File: src/rtl/core_pkg.sv
// Shared core types: operand source select used by the decode stage.
package core;
  typedef enum logic [1:0] {
    REG = 2'd0,
    ALU = 2'd1,
    EXE = 2'd2,
    MEM = 2'd3
  } rs_t;
endpackage

File: src/rtl/hazard_ctrl_if.sv
// Decode-side hazard bundle: decoded instruction fields in, forwarding/stall controls out.
// The decode stage is the master and drives the id_* fields. hazard_ctrl is the slave.
interface hazard_ctrl_if #(parameter int CNT_W = 32);
    logic             advance;
    logic             id_valid;
    logic [4:0]       id_rs1;
    logic [4:0]       id_rs2;
    logic             id_rs1_used;
    logic             id_rs2_used;
    logic [4:0]       id_rd;
    logic             id_wr;
    logic             id_load;
    logic             flush;
    core::rs_t        rs1_sel;
    core::rs_t        rs2_sel;
    logic             stall;
    logic [CNT_W-1:0] stall_cycles;

    modport master (
        output advance, id_valid, id_rs1, id_rs2, id_rs1_used, id_rs2_used,
               id_rd, id_wr, id_load, flush,
        input  rs1_sel, rs2_sel, stall, stall_cycles
    );

    modport slave (
        input  advance, id_valid, id_rs1, id_rs2, id_rs1_used, id_rs2_used,
               id_rd, id_wr, id_load, flush,
        output rs1_sel, rs2_sel, stall, stall_cycles
    );
endinterface

File: src/rtl/hazard_ctrl.sv
// Decode-stage hazard/forwarding controller: tracks rd/load of the three in-flight
// stages and selects operand sources, stalling on load-use until data reaches memory out.
module hazard_ctrl #(
    parameter int CNT_W = 32
) (
    input  logic          aclk,
    input  logic          aresetn,
    hazard_ctrl_if.slave  hz
);
    typedef struct packed {
        logic       v;
        logic [4:0] rd;
        logic       ld;
    } slot_t;

    slot_t            s1, s2, s3;
    slot_t            s1_in;
    logic             capture;
    logic             haz1, haz2;
    logic [CNT_W-1:0] cnt;

    // Returns {hazard, select}; the youngest matching slot wins.
    function automatic logic [2:0] resolve(input logic used, input logic [4:0] rs,
                                           input slot_t a, input slot_t b, input slot_t c);
        logic ok;
        logic [2:0] r;
        ok = used && (rs != 5'd0);
        r  = {1'b0, core::REG};
        if (ok && a.v && (a.rd == rs))      r = {a.ld, core::ALU};
        else if (ok && b.v && (b.rd == rs)) r = {b.ld, core::EXE};
        else if (ok && c.v && (c.rd == rs)) r = {1'b0, core::MEM};
        return r;
    endfunction

    always_comb begin
        logic [2:0] r1, r2;
        r1 = resolve(hz.id_rs1_used, hz.id_rs1, s1, s2, s3);
        r2 = resolve(hz.id_rs2_used, hz.id_rs2, s1, s2, s3);
        haz1       = r1[2];
        haz2       = r2[2];
        hz.rs1_sel = core::rs_t'(r1[1:0]);
        hz.rs2_sel = core::rs_t'(r2[1:0]);
        hz.stall   = hz.id_valid && (haz1 || haz2);
    end

    always_comb begin
        capture  = hz.id_valid && !hz.stall && !hz.flush;
        s1_in.v  = capture && hz.id_wr && (hz.id_rd != 5'd0);
        s1_in.rd = hz.id_rd;
        s1_in.ld = hz.id_load;
    end

    // A flush squashes S1 even when the pipeline is frozen.
    always_ff @(posedge aclk or negedge aresetn) begin
        if (!aresetn) begin
            s1 <= '0;
            s2 <= '0;
            s3 <= '0;
        end else begin
            if (hz.advance) begin
                s3 <= s2;
                s2 <= s1;
                s1 <= s1_in;
            end
            if (hz.flush) s1.v <= 1'b0;
        end
    end

    always_ff @(posedge aclk or negedge aresetn) begin
        if (!aresetn)
            cnt <= '0;
        else if (hz.stall && (cnt != {CNT_W{1'b1}}))
            cnt <= cnt + CNT_W'(1);
    end

    assign hz.stall_cycles = cnt;
endmodule
File: src/flat_wrapper.sv
// flat-port wrapper written by rule: the top's interface ports become plain ports
module hazard_ctrl_flat 
#(
    parameter int CNT_W = 32
)
  (aclk, aresetn, hz_advance, hz_id_valid, hz_id_rs1, hz_id_rs2, hz_id_rs1_used, hz_id_rs2_used, hz_id_rd, hz_id_wr, hz_id_load, hz_flush, hz_rs1_sel, hz_rs2_sel, hz_stall, hz_stall_cycles);
  hazard_ctrl_if #(.CNT_W(CNT_W)) hz_i ();
  input  logic aclk;
  input  logic aresetn;
  input wire logic [$bits(hz_i.advance)-1:0] hz_advance;
  input wire logic [$bits(hz_i.id_valid)-1:0] hz_id_valid;
  input wire logic [$bits(hz_i.id_rs1)-1:0] hz_id_rs1;
  input wire logic [$bits(hz_i.id_rs2)-1:0] hz_id_rs2;
  input wire logic [$bits(hz_i.id_rs1_used)-1:0] hz_id_rs1_used;
  input wire logic [$bits(hz_i.id_rs2_used)-1:0] hz_id_rs2_used;
  input wire logic [$bits(hz_i.id_rd)-1:0] hz_id_rd;
  input wire logic [$bits(hz_i.id_wr)-1:0] hz_id_wr;
  input wire logic [$bits(hz_i.id_load)-1:0] hz_id_load;
  input wire logic [$bits(hz_i.flush)-1:0] hz_flush;
  output wire logic [$bits(hz_i.rs1_sel)-1:0] hz_rs1_sel;
  output wire logic [$bits(hz_i.rs2_sel)-1:0] hz_rs2_sel;
  output wire logic [$bits(hz_i.stall)-1:0] hz_stall;
  output wire logic [$bits(hz_i.stall_cycles)-1:0] hz_stall_cycles;
  assign hz_i.advance = hz_advance;
  assign hz_i.id_valid = hz_id_valid;
  assign hz_i.id_rs1 = hz_id_rs1;
  assign hz_i.id_rs2 = hz_id_rs2;
  assign hz_i.id_rs1_used = hz_id_rs1_used;
  assign hz_i.id_rs2_used = hz_id_rs2_used;
  assign hz_i.id_rd = hz_id_rd;
  assign hz_i.id_wr = hz_id_wr;
  assign hz_i.id_load = hz_id_load;
  assign hz_i.flush = hz_flush;
  assign hz_rs1_sel = hz_i.rs1_sel;
  assign hz_rs2_sel = hz_i.rs2_sel;
  assign hz_stall = hz_i.stall;
  assign hz_stall_cycles = hz_i.stall_cycles;
  hazard_ctrl #(.CNT_W(CNT_W)) u_core (.aclk(aclk), .aresetn(aresetn), .hz(hz_i));
endmodule
File: config.mk
export PLATFORM = sky130hd
export DESIGN_NAME = hazard_ctrl_flat
export DESIGN_NICKNAME = d
export VERILOG_FILES = /design/src/rtl/core_pkg.sv /design/src/rtl/hazard_ctrl_if.sv /design/src/rtl/hazard_ctrl.sv /design/src/flat_wrapper.sv
export SDC_FILE = /design/constraint.sdc
export NUM_CORES = 1
export LEC_CHECK = 0
export BUFFER_PORTS_ARGS = -buffer_cell sky130_fd_sc_hd__buf_4
export CELL_PAD_IN_SITES_DETAIL_PLACEMENT = 0
export CELL_PAD_IN_SITES_GLOBAL_PLACEMENT = 1
export CORE_UTILIZATION = 35
export DETAILED_ROUTE_END_ITERATION = 10
export GPL_TIMING_DRIVEN = 0
export PLACE_DENSITY_LB_ADDON = 0.05
export SKIP_LAST_GASP = 1
export SYNTH_ARGS = -nofsm -noshare
export SYNTH_HDL_FRONTEND = slang
export SYNTH_SLANG_ARGS = --single-unit
File: constraint.sdc
create_clock -name aclk -period 5.7 [get_ports aclk]
set_clock_uncertainty 0.15 [all_clocks]
set_input_delay 0.285 -clock aclk [delete_from_list [all_inputs] [get_ports aclk]]
set_output_delay 0.285 -clock aclk [all_outputs]
set_load 0.1 [all_outputs]
==> summary.md <==
| Metric | Value |
|---|---|
| Detailed placer's ending HPWL | `4750 µm` |
| Core Footprint | `0.00769 mm²` |
| Number of standard cells after synthesis | `249` |
| P per Cell Area | `223 mW/mm²` |
| Min-delay src | `hz_id_rd[0]` |
| Post-Place Setup Slack | `2.70 ns` |
| I/O pin total | `61` |
| Routed via count | `2073` |
| Int Pwr | `0.572 mW` |
| Library cells used by synthesis | `41` |
| Share of the clock period used by the worst path after layout | `56.3%` |
| Total routing resource utilization after global routing | `15.9%` |
| Aggregate global routing overflow | `0` |
| Vias per Instance | `4.92` |
| Count of cells along the worst register-to-register path | `9` |
| Commonest cells in the netlist | `sky130_fd_sc_hd__dfrtp_1 (52), sky130_fd_sc_hd__xnor2_1 (31), sky130_fd_sc_hd__xor2_1 (30)` |
| Wire length of the first global-routing pass | `10400 µm` |
| Clock net sink count | `52` |
| Total length of routed wires | `6330 µm` |
| Total Neg Setup Slack | `0 ns` |
| Top achievable clock speed | `0.312 GHz` |
| Number of flip-flops and latches in the synthesized netlist | `52` |
| Worst-Margin Slew | `0.681 ns` |
| Clk pwr share | `33.6%` |
| Diode count | `0` |
| Reported max-cap violation count | `0` |
| Routed wire length per instance | `15.0 µm` |
| Per-instance average area after synthesis | `11.1 µm²` |
| Cell type with the largest total area after synthesis | `sky130_fd_sc_hd__dfrtp_1` |
| Total Die Area | `0.00827 mm²` |
| Post-Syn Nets | `274` |
| Critical Path Fanout Max | `10` |
| Maximum VDD drop | `0.113 mV` |
| Starting utilization of the core area | `36.0%` |
| Instance area at placement | `0.00335 mm²` |
| Syn. warnings | `0` |
| Post-CTS Setup Inserts | `0` |
| Endpoint of the worst hold-timing path | `u_core.s1[1]` |
| Sw power | `0.204 mW` |
| Number of antenna violations at the first check in global routing | `0` |
| Type of the worst setup path | `reg -> out` |
| Top post-synthesis cells by area | `sky130_fd_sc_hd__dfrtp_1 (47%), sky130_fd_sc_hd__xnor2_1 (9.8%), sky130_fd_sc_hd__xor2_1 (9.5%), sky130_fd_sc_hd__mux2_2 (8.1%), sky130_fd_sc_hd__nand3_1 (3.4%)` |
| RSZ-0062 raised after global routing | `false` |
| Worst hold-check path type | `in -> reg` |
| Post-route DRC | `0` |
| Worst setup slack for register-to-register paths | `2.79 ns` |
| Time the final worst path needs with I/O delays and setup | `3.21 ns` |
| Static leakage | `1.55 nW` |
| Mapped cell area | `0.00277 mm²` |
| Cells on Worst Hold Path | `2` |
| Clock latency on the worst-skew pair | `0.31 ns` |
| CP Capture Type | `output pin` |
| Setup WS post-layout | `2.49 ns` |
| Relative contribution of sequential cells to total power | `53.4%` |
| Largest net degree at the start of global routing | `53` |
| Post-route cell area | `0.00348 mm²` |
| Result of the run | `finished clean` |
| Pre-Repair DR Iteration Count | `4` |
| Prevailing post-synth register cell | `sky130_fd_sc_hd__dfrtp_1` |
| Iteration-0 DRC count of the detailed router | `84` |
| Share of power burned in combinational logic | `12.9%` |
| End of the worst register-to-register path | `u_core.hz.stall_cycles[13]` |
| Gp weighted congestion | `0.796` |
| Relative max-transition margin | `54.6%` |
| Count of port buffers added during placement | `60` |
| Num CTS Buffers | `5` |
| Post-layout power | `0.777 mW` |
| Minimum hold slack | `0.0635 ns` |
| Die Y-Extent | `90.9 µm` |
| Horizontal extent of the die | `90.9 µm` |
| Placed Cells incl. Taps | `411` |
| CTS tree | `built` |
| CTS root buffer | `sky130_fd_sc_hd__clkbuf_8` |
| Fin cells | `421` |
| Final count of negative-setup-slack endpoints | `0` |
| Reg2reg start | `u_core.hz.stall_cycles[6]` |
| Post-synth EDFFs | `0` |
| Vias in the first global route | `1994` |
| Part of the Yosys area used for sequential elements | `47.0%` |
| Pins Over Slew Limit | `0` |
| Share of the core filled with cells | `45.3%` |
| Most frequently used cell type in the post-synthesis netlist | `sky130_fd_sc_hd__dfrtp_1` |
| Maximum level of the CTS H-tree | `2` |
| CTS clock-pin slew for the worst setup and hold paths | `0.10 ns` |
| Switching power share of the total | `26.3%` |
| Final Hold Fails | `0` |
| Std-Cell Rows | `32` |
| Number of nets in the final layout | `343` |
| Data arrival time of the worst path | `2.77 ns` |
| Required arrival time at the worst endpoint | `5.27 ns` |
| Worst setup SP type | `register` |
| Synth async-reset ratio | `100%` |
| Area fraction of the dominant cell type after synthesis | `47.0%` |
| Maximum root-to-sink buffer count | `2` |
| Post-route antenna net violation count | `0` |
| Area growth syn-to-layout | `25.8%` |
| Fraction of final layout cells with drive strength greater than 1 | `32.3%` |
[power groups by stage]
stage | Combinational [mW] | Sequential (mW) | Clock, mW
2_1_floorplan | 0.0565 | 0.422 | 0
3_3_place_gp | 0.100 | 0.423 | 0
3_5_place_dp | 0.101 | 0.423 | 0
4_1_cts | 0.102 | 0.415 | 0.271
5_1_grt | 0.110 | 0.418 | 0.288
6_report | 0.100 | 0.415 | 0.261
[cell usage in the layout (no fill, tap or decap), drive strengths merged]
cell,instances
xnor2,31
o311a,1
nand3,19
a21boi,2
ha,1
nor2,7
o21ai,3
clkbuf,8
nor3b,2
dfrtp,52
a22o,1
or3,1
nand2b,1
a21oi,1
nor3,5
nor4,11
and2,4
buf,62
dlygate4sd3,2
clkinvlp,1
a22oi,2
o21a,2
nand2,16
and3,4
a41oi,1
o2bb2ai,1
bufinv,1
mux2,20
nand4,14
a21o,1
inv,5
and4,2
xor2,30
nor4b,1
or4,4
[layer usage]
| metal | routed length [µm] | part of all wire (%) | global-route usage [%] |
|---|---|---|---|
| met4 | 57 | 0.90 | 3.97 |
| met2 | 2860 | 45 | 24.5 |
| met3 | 257 | 4.1 | 3.18 |
| met5 | 0 | 0 | 0 |
| met1 | 3150 | 50 | 23.0 |
[worst max-delay path, cell delays in order, from the launching register on]
cell	delay, ns
sky130_fd_sc_hd__dfrtp_1	0.46
sky130_fd_sc_hd__xor2_1	0.18
sky130_fd_sc_hd__nor4_1	0.35
sky130_fd_sc_hd__nand4_1	0.27
sky130_fd_sc_hd__a21o_2	0.29
sky130_fd_sc_hd__o21ai_1	0.26
sky130_fd_sc_hd__buf_2	0.32
sky130_fd_sc_hd__buf_4	0.33
[flip-flops by register name (all words and copies together) (netlist names)]
signal	cells
u_core.hz.stall_cycles	32
u_core.s3	6
u_core.s2	7
u_core.s1	7
[cell families after synthesis]
family,count (synthesis),synth area share [%]
simple gates,91,19.1
xor+xnor,61,19.3
flops,52,47.0
mux,20,8.13
compound gates,15,4.43
buf+inv,9,1.58
fa+ha+maj,1,0.452
[cell type report]
cell class | instances | area (µm²)
Buffer | 5 | 28.8
Clock buffer | 5 | 68.8
Clock inverter | 3 | 46.3
Fill cell | 765 | 4210
Inverter | 4 | 15.0
Multi-Input combinational cell | 188 | 1420
Sequential cell | 52 | 1300
Tap cell | 102 | 128
Timing Repair Buffer | 62 | 470
[worst max path at each step]
stage                       startpoint             to  slack, ns  cells past startpoint
after floorplan           hz_id_rs2[0]  hz_rs2_sel[1]       1.89                      4
final                     u_core.s1[5]       hz_stall       2.49                      7
after global placement    hz_id_rs1[0]       hz_stall       2.70                      8
after detailed placement  hz_id_rs1[0]       hz_stall       2.70                      8
after global routing      u_core.s1[5]       hz_stall       2.32                      7
after CTS                 u_core.s1[5]       hz_stall       2.46                      7
[timing repair]
item,4_1_cts,5_1_grt
hold endpoints to repair,53,0
hold buffers,2,0
gates resized for setup,0,0
setup endpoints to repair,0,0
Note: power is estimated with default switching activity, not from simulation.
